--- config.mk ---
export PLATFORM = sky130hd
export DESIGN_NAME = servo_pwm_bank
export DESIGN_NICKNAME = d
export VERILOG_FILES = /design/src/rtl/servo_pwm_bank.sv
export SDC_FILE = /design/constraint.sdc
export NUM_CORES = 1
export LEC_CHECK = 0
export ABC_AREA = 1
export CELL_PAD_IN_SITES_DETAIL_PLACEMENT = 0
export CELL_PAD_IN_SITES_GLOBAL_PLACEMENT = 2
export CORE_ASPECT_RATIO = 2
export CORE_UTILIZATION = 32
export CTS_CLUSTER_DIAMETER = 80
export DETAILED_ROUTE_END_ITERATION = 12
export PLACE_DENSITY = 0.77
export RECOVER_POWER = 25
export SLEW_MARGIN = 20
export SYNTH_ARGS = -nofsm -noshare
export SYNTH_HDL_FRONTEND = slang
export SYNTH_SLANG_ARGS = --single-unit
--- constraint.sdc ---
create_clock -name CLOCK_50 -period 4.8 [get_ports CLOCK_50]
set_clock_uncertainty 0.2 [all_clocks]
set_input_delay 0.96 -clock CLOCK_50 [delete_from_list [all_inputs] [get_ports CLOCK_50]]
set_output_delay 0.96 -clock CLOCK_50 [all_outputs]
set_load 0.005 [all_outputs]
--- src/rtl/servo_pwm_bank.sv ---
// Multi-channel hobby-servo PWM bank with a shared frame timebase.
// Define SERVO_SLEW_EN to step-limit each joint by SLEW_LSB per frame.
module servo_pwm_bank #(
  parameter int N_CH       = 5,
  parameter int CLK_HZ     = 50_000_000,
  parameter int PERIOD_US  = 20000,
  parameter int MIN_US     = 1000,
  parameter int MAX_US     = 2000,
  parameter int US_PER_LSB = 4,
  parameter int HOME_POS   = 128,
  parameter int SLEW_LSB   = 8
) (
  input  logic              CLOCK_50,
  input  logic              rst,
  input  logic [8*N_CH-1:0] tgt_pos,
  input  logic              tgt_load,
  input  logic [N_CH-1:0]   ch_en,
  output logic [N_CH-1:0]   pwm,
  output logic              frame_start,
  output logic              busy
);

  localparam int DIV = CLK_HZ / 1_000_000;
  localparam int PW  = (DIV > 1) ? $clog2(DIV) : 1;
  localparam logic [PW-1:0] PRE_MAX = PW'(DIV - 1);
  localparam logic [15:0]   US_MAX  = 16'(PERIOD_US - 1);
  localparam logic [7:0]    HOME    = 8'(HOME_POS);

  function automatic logic [15:0] width_of(input logic [7:0] p);
    logic [15:0] w;
    w = 16'(MIN_US) + 16'(p) * 16'(US_PER_LSB);
    return (w > 16'(MAX_US)) ? 16'(MAX_US) : w;
  endfunction

  logic [PW-1:0] pre;
  logic [15:0]   us_cnt;
  logic          tick;
  logic          boundary;

  logic [7:0]  cur_pos  [N_CH];
  logic [7:0]  tgt      [N_CH];
  logic [7:0]  nxt_pos  [N_CH];
  logic [15:0] width_us [N_CH];

  assign tick     = (pre == PRE_MAX);
  assign boundary = tick && (us_cnt == US_MAX);

  always_ff @(posedge CLOCK_50 or posedge rst) begin
    if (rst) begin
      pre         <= '0;
      us_cnt      <= '0;
      frame_start <= 1'b0;
    end else begin
      frame_start <= boundary;
      pre         <= tick ? '0 : pre + 1'b1;
      if (tick)
        us_cnt <= (us_cnt == US_MAX) ? '0 : us_cnt + 16'd1;
    end
  end

  always_comb begin
    for (int i = 0; i < N_CH; i++) begin
      nxt_pos[i] = tgt[i];
`ifdef SERVO_SLEW_EN
      if (tgt[i] > cur_pos[i] && (tgt[i] - cur_pos[i]) > 8'(SLEW_LSB))
        nxt_pos[i] = cur_pos[i] + 8'(SLEW_LSB);
      else if (cur_pos[i] > tgt[i] && (cur_pos[i] - tgt[i]) > 8'(SLEW_LSB))
        nxt_pos[i] = cur_pos[i] - 8'(SLEW_LSB);
`endif
    end
  end

  // A load coincident with a boundary lands in tgt after that boundary
  // has already sampled the old value.
  always_ff @(posedge CLOCK_50 or posedge rst) begin
    if (rst) begin
      for (int i = 0; i < N_CH; i++) begin
        tgt[i]      <= HOME;
        cur_pos[i]  <= HOME;
        width_us[i] <= width_of(HOME);
      end
    end else begin
      for (int i = 0; i < N_CH; i++) begin
        if (tgt_load)
          tgt[i] <= tgt_pos[8*i +: 8];
        if (boundary) begin
          cur_pos[i]  <= nxt_pos[i];
          width_us[i] <= width_of(nxt_pos[i]);
        end
      end
    end
  end

  always_ff @(posedge CLOCK_50 or posedge rst) begin
    if (rst) begin
      pwm <= '0;
    end else begin
      for (int i = 0; i < N_CH; i++)
        pwm[i] <= ch_en[i] && (us_cnt < width_us[i]);
    end
  end

  always_comb begin
    busy = 1'b0;
    for (int i = 0; i < N_CH; i++)
      busy = busy | (cur_pos[i] != tgt[i]);
  end

endmodule

# After elaboration in Yosys (flattened, before gate mapping)
# Cells that the tools add are included.
[totals]
ff_bits = 188
input_bits = 48
out_inout_bits = 7
elab_cells = 60
[op_classes]
n_addsub = 7
n_lt_le_gt_ge = 10
n_eq_ne = 7
muxes = 7
n_bitwise = 4
n_reduce_logical = 6
[ops]
columns = ["op", "count"]
rows = [
  ["less-than comparator 16 bit", 5],
  ["adder 10 x 10 -> 11 bit, first input constant", 5],
  ["greater-than comparator 11 bit, second input constant", 5],
  ["2-to-1 mux 11 bit", 5],
  ["inequality test 8 bit", 5],
  ["adder 16 x 1 -> 16 bit, second input constant", 1],
  ["== test 16 x 15 -> 1 bit, second input constant", 1],
  ["2-to-1 mux 16 bit", 1],
  ["adder 6 x 1 -> 6 bit, second input constant", 1],
  ["== test 6 bit, second input constant", 1],
  ["logical AND 1 bit", 6],
  ["2-to-1 mux 6 bit", 1],
  ["bitwise OR 1 bit", 4],
]

# Depth between registers and ports, before layout
# Gate-level depths: netlist of the first run.
[logic_depth]
word_depth = 5
depth_mapped = 10
depth_no_buf = 10

# Least setup slack after synthesis of the first run
# OpenSTA, ideal clock, no wires.
[synth_path]
path_type = "register to output"
startpoint = "register tgt (netlist bit nxt_pos[23])"
endpoint = "output port busy"
arrival_ns = 1.024
t_required_ns = 3.640
slack_ns = 2.616
stages_incl_launch_ff = 6
n_path_buf = 0
cell_sequence = "dfstp_2 > xnor2_1 > nand2_1 > nor3_1 > nand2_1 > nand3b_1"
[synth_via]
elab_chain_len = 4
[synth_lines]
columns = ["item", "line", "source"]
rows = [
  ["from (decl)", "41", "logic [7:0] tgt [N_CH];"],
  ["from (signal, indexed assignment)", "85", "tgt[i] <= tgt_pos[8*i +: 8];"],
  ["inequality test 8 bit", "106", "busy = busy | (cur_pos[i] != tgt[i]);"],
  ["bitwise OR 1 bit (3 in series)", "106", ""],
  ["to (decl)", "20", "output logic busy"],
]
# Every way passes these cells.

==> impl_metrics.json, run 1 <==
{
  "status": "complete, but fails checks",
  "violations": "max-capacitance violations, max-slew violations",
  "p_clk_share_pct": 48.2,
  "grt_max_degree": 154,
  "synth_area_leaders": "dfrtp_1 33%, nand2_1 13%, dfstp_2 12%, ha_1 7.0%, o21ai_0 5.5%",
  "synth_common_cells": "303 x nand2_1, 122 x inv_1, 113 x dfrtp_1",
  "min_period_ns": 3.54,
  "die_y_um": 233,
  "fp.coreArea_um2": 26300,
  "internal-power_mw": 2.43,
  "r2r_end": "cur_pos[2]",
  "crit_type": "input port to register",
  "post_cts_buffers": 0,
  "synth_ff_type": "dfrtp_1",
  "path_cells": "clkbuf_1 > clkbuf_1 > nand2_1 > o21ai_0",
  "synth-edff-count": 0,
  "area_growth_syn_to_layout_pct": 17.4,
  "p_per_area_nw_per_um2": 316,
  "cp-startpoint": "tgt_load",
  "postCtsResizedCells": 0,
  "maxSlewHeadroom_pct": -42.0,
  "htree_levels": 4,
  "vdd_ir_drop_max_uv": 227,
  "setup_viol": 0,
  "async_flop_share_pct": 100,
  "crit_cells": 4,
  "final.setup.tns_ns": 0,
  "drv_slew": 204,
  "total_power_mw": 3.17,
  "num_rows": 84,
  "dp.cells": 1443,
  "hold_viol_final": 0,
  "fin_cells": 1475,
  "first_pass_iters": 4,
  "timing.rr.start": "pre[1]",
  "synth_top_area_share_pct": 33.2,
  "min_path_type": "register to register",
  "cts_tree": "yes",
  "cap_violations": 2,
  "postCtsHoldBufs": 0,
  "die_area_um2": 27300,
  "p_switching_mw": 0.736,
  "switching_share_pct": 23.2,
  "io_pins": 55,
  "fp.dieW_um": 117,
  "critical_path.top_delay_family": "buffers and inverters",
  "start_kind": "input port",
  "clock_path_buffers": 2,
  "synth_top_cell_by_area": "dfrtp_1",
  "globalplace.congestion": 0.766,
  "cpPeakStageDelay_ns": 1.38,
  "synth_seq_cells": 153,
  "cts_sinks": 153,
  "cp.buffers_inverters": 2,
  "totalWireLength_um": 21300,
  "p_seq_share_pct": 43.0,
  "worstPathArrival_ns": 3.68,
  "grt_pass1_wl_um": 35000,
  "holdWs_ns": 0.267,
  "cp-endpoint": "nxt_pos[30]",
  "path_common_cell": "clkbuf_1",
  "antenna_cells": 0,
  "grt_pass1_vias": 6840,
  "reg2regPathDepth": 9,
  "vias": 6821,
  "start_util_pct": 32.4,
  "placed_area_um2": 9370,
  "dp_hpwl_um": 15600,
  "met2_usage_pct": 33.4,
  "regToRegSetupSlack_ns": 1.42,
  "drc": 0,
  "yosysMostFrequentCell": "nand2_1",
  "grt_use_total_pct": 16.8,
  "grt_overflow_total": 0,
  "fin_crit_sh_pct": 73.8,
  "antenna_found_initial": 0,
  "fmax_mhz": 282,
  "cp_max_fo": 49,
  "synth.avg_cell_area_um2": 7.96,
  "clk_pin_slew_worst_paths_ns": 0.06,
  "viasPerCell": 4.62,
  "syn_area_um2": 8520,
  "critPathRequiredTime_ns": 4.94,
  "design_area_um2": 10000,
  "synth_nets": 1167,
  "numCtsBuffers": 17,
  "slowest_stage": "clkbuf_1",
  "fin_nets": 1214,
  "syn_inst": 1071,
  "synth_cell_types": 33,
  "drtAntennaViolNets": 0,
  "cp-end-kind": "register",
  "gr-max-usage-layer": "met2",
  "drt-initial-drc-count": 293,
  "yosysSeqAreaShare_pct": 45.5,
  "pwr-share-comb_pct": 8.8,
  "portBuffers": 54,
  "power_leakage_nw": 4.57,
  "final_layout_size_suffix_gt1_share_pct": 9.28,
  "cts-root-buf": "clkbuf_16",
  "met3_usage_pct": 3.06,
  "rsz0062_at_grt": "no",
  "use_met1_pct": 17.2,
  "routedWlPerCell_um": 14.5,
  "tightest_slew_ns": 2.13,
  "yosys_warnings": 0,
  "clk_latency_ns": 0.44
}
layout make-up:
cell class	instances	area [µm²]
sequential	153	3880
multi-input combinational	761	4000
clock buffer	24	472
tap	344	430
clock inverter	8	190
timing repair buffer	59	564
fill	2839	16300
inverter	126	477
registers in the layout, summed over array words and instances, names as in the netlist:
name and count:
pwm 5, frame_start 1, cur_pos 40, pre 6, us_cnt 16, nxt_pos 40, width_us 45
worst reg2reg max path, stage by stage, from the launching register on:
cell and delay [ns]:
dfrtp_1 0.39, inv_1 0.06, ha_1 0.16, nand2_1 0.11, nor2_4 0.09, clkbuf_1 0.81, nand3_4 0.54, buf_4 0.60
nand2_1 0.18, o21ai_0 0.09
stage by stage:
stage | setup slack [ns] | util, %
finish | 1.26 | 38.1
global route | 0.801 | 38.1
CTS | 1.35 | 38.2
detailed placement | 1.85 | 35.7
global placement | 1.83 | 35.7
floorplan | 1.74 | -
power groups by stage:
stage	sequential, mW	clock (mW)	combinational, mW
after floorplan	1.38	0	0.182
after global placement	1.38	0	0.290
after detailed placement	1.39	0	0.290
after CTS	1.36	1.57	0.291
after global routing	1.37	1.62	0.322
final	1.36	1.53	0.278
routing by layer:
layer,vias up,share of wire [%]
met5,-,0
met1,3230,39
li1,3516,-
met2,59,58
met4,0,1.4
met3,16,1.7
logic make-up (layout without fill, tap and decap cells):
kind of cell	count (synthesis)	in the layout	share of synthesized area (%)
and+or+nand+nor	502	502	24.6
AOI/OAI and AO/OA	168	168	10.9
DFF	153	153	45.5
adders and majority gates	48	48	7.05
buffers and inverters	157	217	7.59
xor gates and xnor gates	43	43	4.42
worst min path at each step:
stage | start | end | cells after the start
after global routing | width_us[51] | width_us[51] | 2
final | width_us[67] | width_us[67] | 2
after global placement | width_us[67] | width_us[67] | 2
after detailed placement | width_us[69] | width_us[69] | 2
after floorplan | width_us[35] | width_us[35] | 2
after CTS | width_us[69] | width_us[69] | 2
layout by cell type (no fill, tap or decap), drive strengths merged:
| cell | instances |
|---|---|
| nand2 | 309 |
| inv | 125 |
| o21ai | 119 |
| dfrtp | 113 |
| nor2 | 105 |
| clkdlybuf4s50 | 52 |
| nand3 | 50 |
| ha | 48 |
| dfstp | 40 |
| xnor2 | 31 |
| a21oi | 30 |
| clkbuf | 28 |
| nor3 | 16 |
| nand4 | 15 |
| xor2 | 12 |
| or2 | 6 |
| bufinv | 6 |
| o21a | 5 |
| o211ai | 5 |
| o2111ai | 5 |
| a21boi | 4 |
| clkinv | 2 |
| buf | 2 |
| nand3b | 1 |
| clkinvlp | 1 |
| dlygate4sd3 | 1 |
Power figures use the tool's default switching activity.
==> inputs of run 2 (changes only) <==
--- a/config.mk
+++ b/config.mk
@@ -9,10 +9,10 @@
 export CELL_PAD_IN_SITES_DETAIL_PLACEMENT = 0
 export CELL_PAD_IN_SITES_GLOBAL_PLACEMENT = 2
 export CORE_ASPECT_RATIO = 2
-export CORE_UTILIZATION = 32
+export CORE_UTILIZATION = 36
 export CTS_CLUSTER_DIAMETER = 80
 export DETAILED_ROUTE_END_ITERATION = 12
-export PLACE_DENSITY = 0.77
+export PLACE_DENSITY = 0.81
 export RECOVER_POWER = 25
 export SLEW_MARGIN = 20
 export SYNTH_ARGS = -nofsm -noshare
==> constraint.sdc (replaced) <==
create_clock -name CLOCK_50 -period 3.35 [get_ports CLOCK_50]
set_clock_uncertainty 0.2 [all_clocks]
set_input_delay 0.67 -clock CLOCK_50 [delete_from_list [all_inputs] [get_ports CLOCK_50]]
set_output_delay 0.67 -clock CLOCK_50 [all_outputs]
set_load 0.005 [all_outputs]
==> run 2 against run 1 <==
Net effect: critical path type is now register to output pin; non-clock buffer count is 3 higher; sequential power is 43% higher; the flow still finishes with violations (max-capacitance violations, max-slew violations); via count is 0.25% lower; flip-flop and latch count did not move; total power is 40% higher; global-route usage grew 2.3 points; largest power group unchanged; core utilization increased by 4.8 points; clock power is 35% higher; die area down 11%.
==> impl_metrics.json, run 2 (synthesis results as in run 1) <==
{
  "status": "complete, but fails checks",
  "violations": "max-capacitance violations, max-slew violations",
  "min_path_type": "register to register",
  "power_leakage_nw": 4.60,
  "holdWs_ns": 0.265,
  "grt_use_total_pct": 19.1,
  "drv_slew": 137,
  "min_from": "width_us[53]",
  "hold_depth": 2,
  "dp.cells": 1385,
  "pre_cts_slack_ns": 0.719,
  "grt_pass1_vias": 7133,
  "final_common_cell": "nand2_1",
  "final.setup.tns_ns": 0,
  "cp-end-kind": "output pin",
  "grt_pass1_wl_um": 35600,
  "grt_max_degree": 117,
  "total_power_mw": 4.42,
  "largest_register_ffs": 45,
  "fin_nets": 1217,
  "min_period_ns": 3.12,
  "post_cts_buffers": 0,
  "totalWireLength_um": 21100,
  "rsz0062_at_grt": "no",
  "antenna_found_initial": 0,
  "portBuffers": 54,
  "die_area_um2": 24300,
  "drtAntennaViolNets": 0,
  "timing.rr.start": "us_cnt[2]",
  "numCtsBuffers": 17,
  "area_growth_syn_to_layout_pct": 16.9,
  "r2r_end": "width_us[3]",
  "drc": 0,
  "cp_max_fo": 7,
  "vias": 6804,
  "hold_viol_final": 0,
  "fin_cells": 1417,
  "fin_crit_sh_pct": 93.0,
  "postCtsHoldBufs": 0,
  "reg2regPathDepth": 9,
  "path_cells": "inv_1 > or2_2 > nand3_1 > nor2_1 > nand2_1 > nor2_1 > nand3b_1 > clkdlybuf4s50_1",
  "worstPathArrival_ns": 2.25,
  "critPathRequiredTime_ns": 2.48,
  "globalplace.congestion": 0.761,
  "cap_violations": 1,
  "htree_levels": 4,
  "io_pins": 55,
  "cp-startpoint": "nxt_pos[3]",
  "holdPathEnd": "width_us[53]",
  "cts_sinks": 153,
  "cpPeakStageDelay_ns": 0.46,
  "design_area_um2": 9960,
  "cp.buffers_inverters": 2,
  "regMostFlops": "width_us",
  "regToRegSetupSlack_ns": 0.97,
  "slowest_stage": "clkdlybuf4s50_1",
  "placed_area_um2": 9340,
  "path_common_cell": "nor2_1",
  "fp.dieW_um": 111,
  "drt-initial-drc-count": 218,
  "start_kind": "register",
  "dp_hpwl_um": 15200,
  "clk_latency_ns": 0.45,
  "fp.coreArea_um2": 23200,
  "p_per_area_nw_per_um2": 444,
  "routedWlPerCell_um": 14.9,
  "fmax_mhz": 321,
  "final_layout_size_suffix_gt1_share_pct": 9.96,
  "clk_pin_slew_worst_paths_ns": 0.06,
  "clock_path_buffers": 2,
  "crit_type": "register to output pin",
  "die_y_um": 220,
  "first_pass_iters": 5,
  "num_rows": 79,
  "critical_path.top_delay_family": "simple AND/OR/NAND/NOR gates",
  "vdd_ir_drop_max_uv": 260,
  "final_cell_mix": "303 x nand2_1, 121 x inv_1, 113 x dfrtp_1, 100 x nor2_1, 93 x o21ai_0",
  "utilization_pct": 42.9,
  "maxSlewHeadroom_pct": -7.44,
  "grt_overflow_total": 0,
  "setup_slack_ns": 0.233,
  "viasPerCell": 4.80,
  "antenna_cells": 0,
  "tightest_slew_ns": 1.61,
  "cts_tree": "yes",
  "start_util_pct": 36.7,
  "cts-root-buf": "clkbuf_16",
  "postCtsResizedCells": 0,
  "setup_viol": 0
}
==> run 2: cell count changes in the layout (fill, tap and decap cells not counted), sizes merged <==
cell | previous run | this run
buf | 2 | 6
bufinv | 6 | 3
clkbuf | 28 | 29
clkinv | 2 | 3
==> run 2: worst max path at each step <==
stage,end,cells past startpoint
2_1_floorplan,cur_pos[0],1
3_3_place_gp,busy,8
3_5_place_dp,busy,8
4_1_cts,busy,8
5_1_grt,busy,8
6_report,busy,8
==> run 2: worst reg2reg max path, cell delays in order, from the launching register on <==
cell,delay (ns)
dfrtp_1,0.66
nand2_1,0.20
inv_1,0.15
nand2_1,0.06
nor2_1,0.11
nand3_2,0.25
buf_4,0.32
nor2_1,0.19
nand2_1,0.11
nand2_1,0.07
==> run 2: area by class of cell <==
| class | count | area, µm² |
|---|---|---|
| Fill cell | 2397 | 13300 |
| Multi-Input combinational cell | 761 | 4000 |
| Sequential cell | 153 | 3880 |
| Timing Repair Buffer | 62 | 617 |
| Clock buffer | 26 | 529 |
| Inverter | 126 | 477 |
| Tap cell | 283 | 354 |
| Clock inverter | 6 | 109 |
==> run 2: power breakdown <==
group / total (mW) / switching, mW / internal, mW
logic: 0.402 / 0.247 / 0.155
clock network: 2.07 / 0.761 / 1.31
registers: 1.95 / 0.0516 / 1.90
==> run 2: per-layer routing <==
metal | GRT usage [%] | vias up | routed length (µm)
li1 | - | 3523 | -
met1 | 19.2 | 3196 | 8310
met2 | 38.2 | 62 | 12000
met3 | 3.49 | 23 | 421
met4 | 6.98 | 0 | 404
met5 | 0 | - | 0
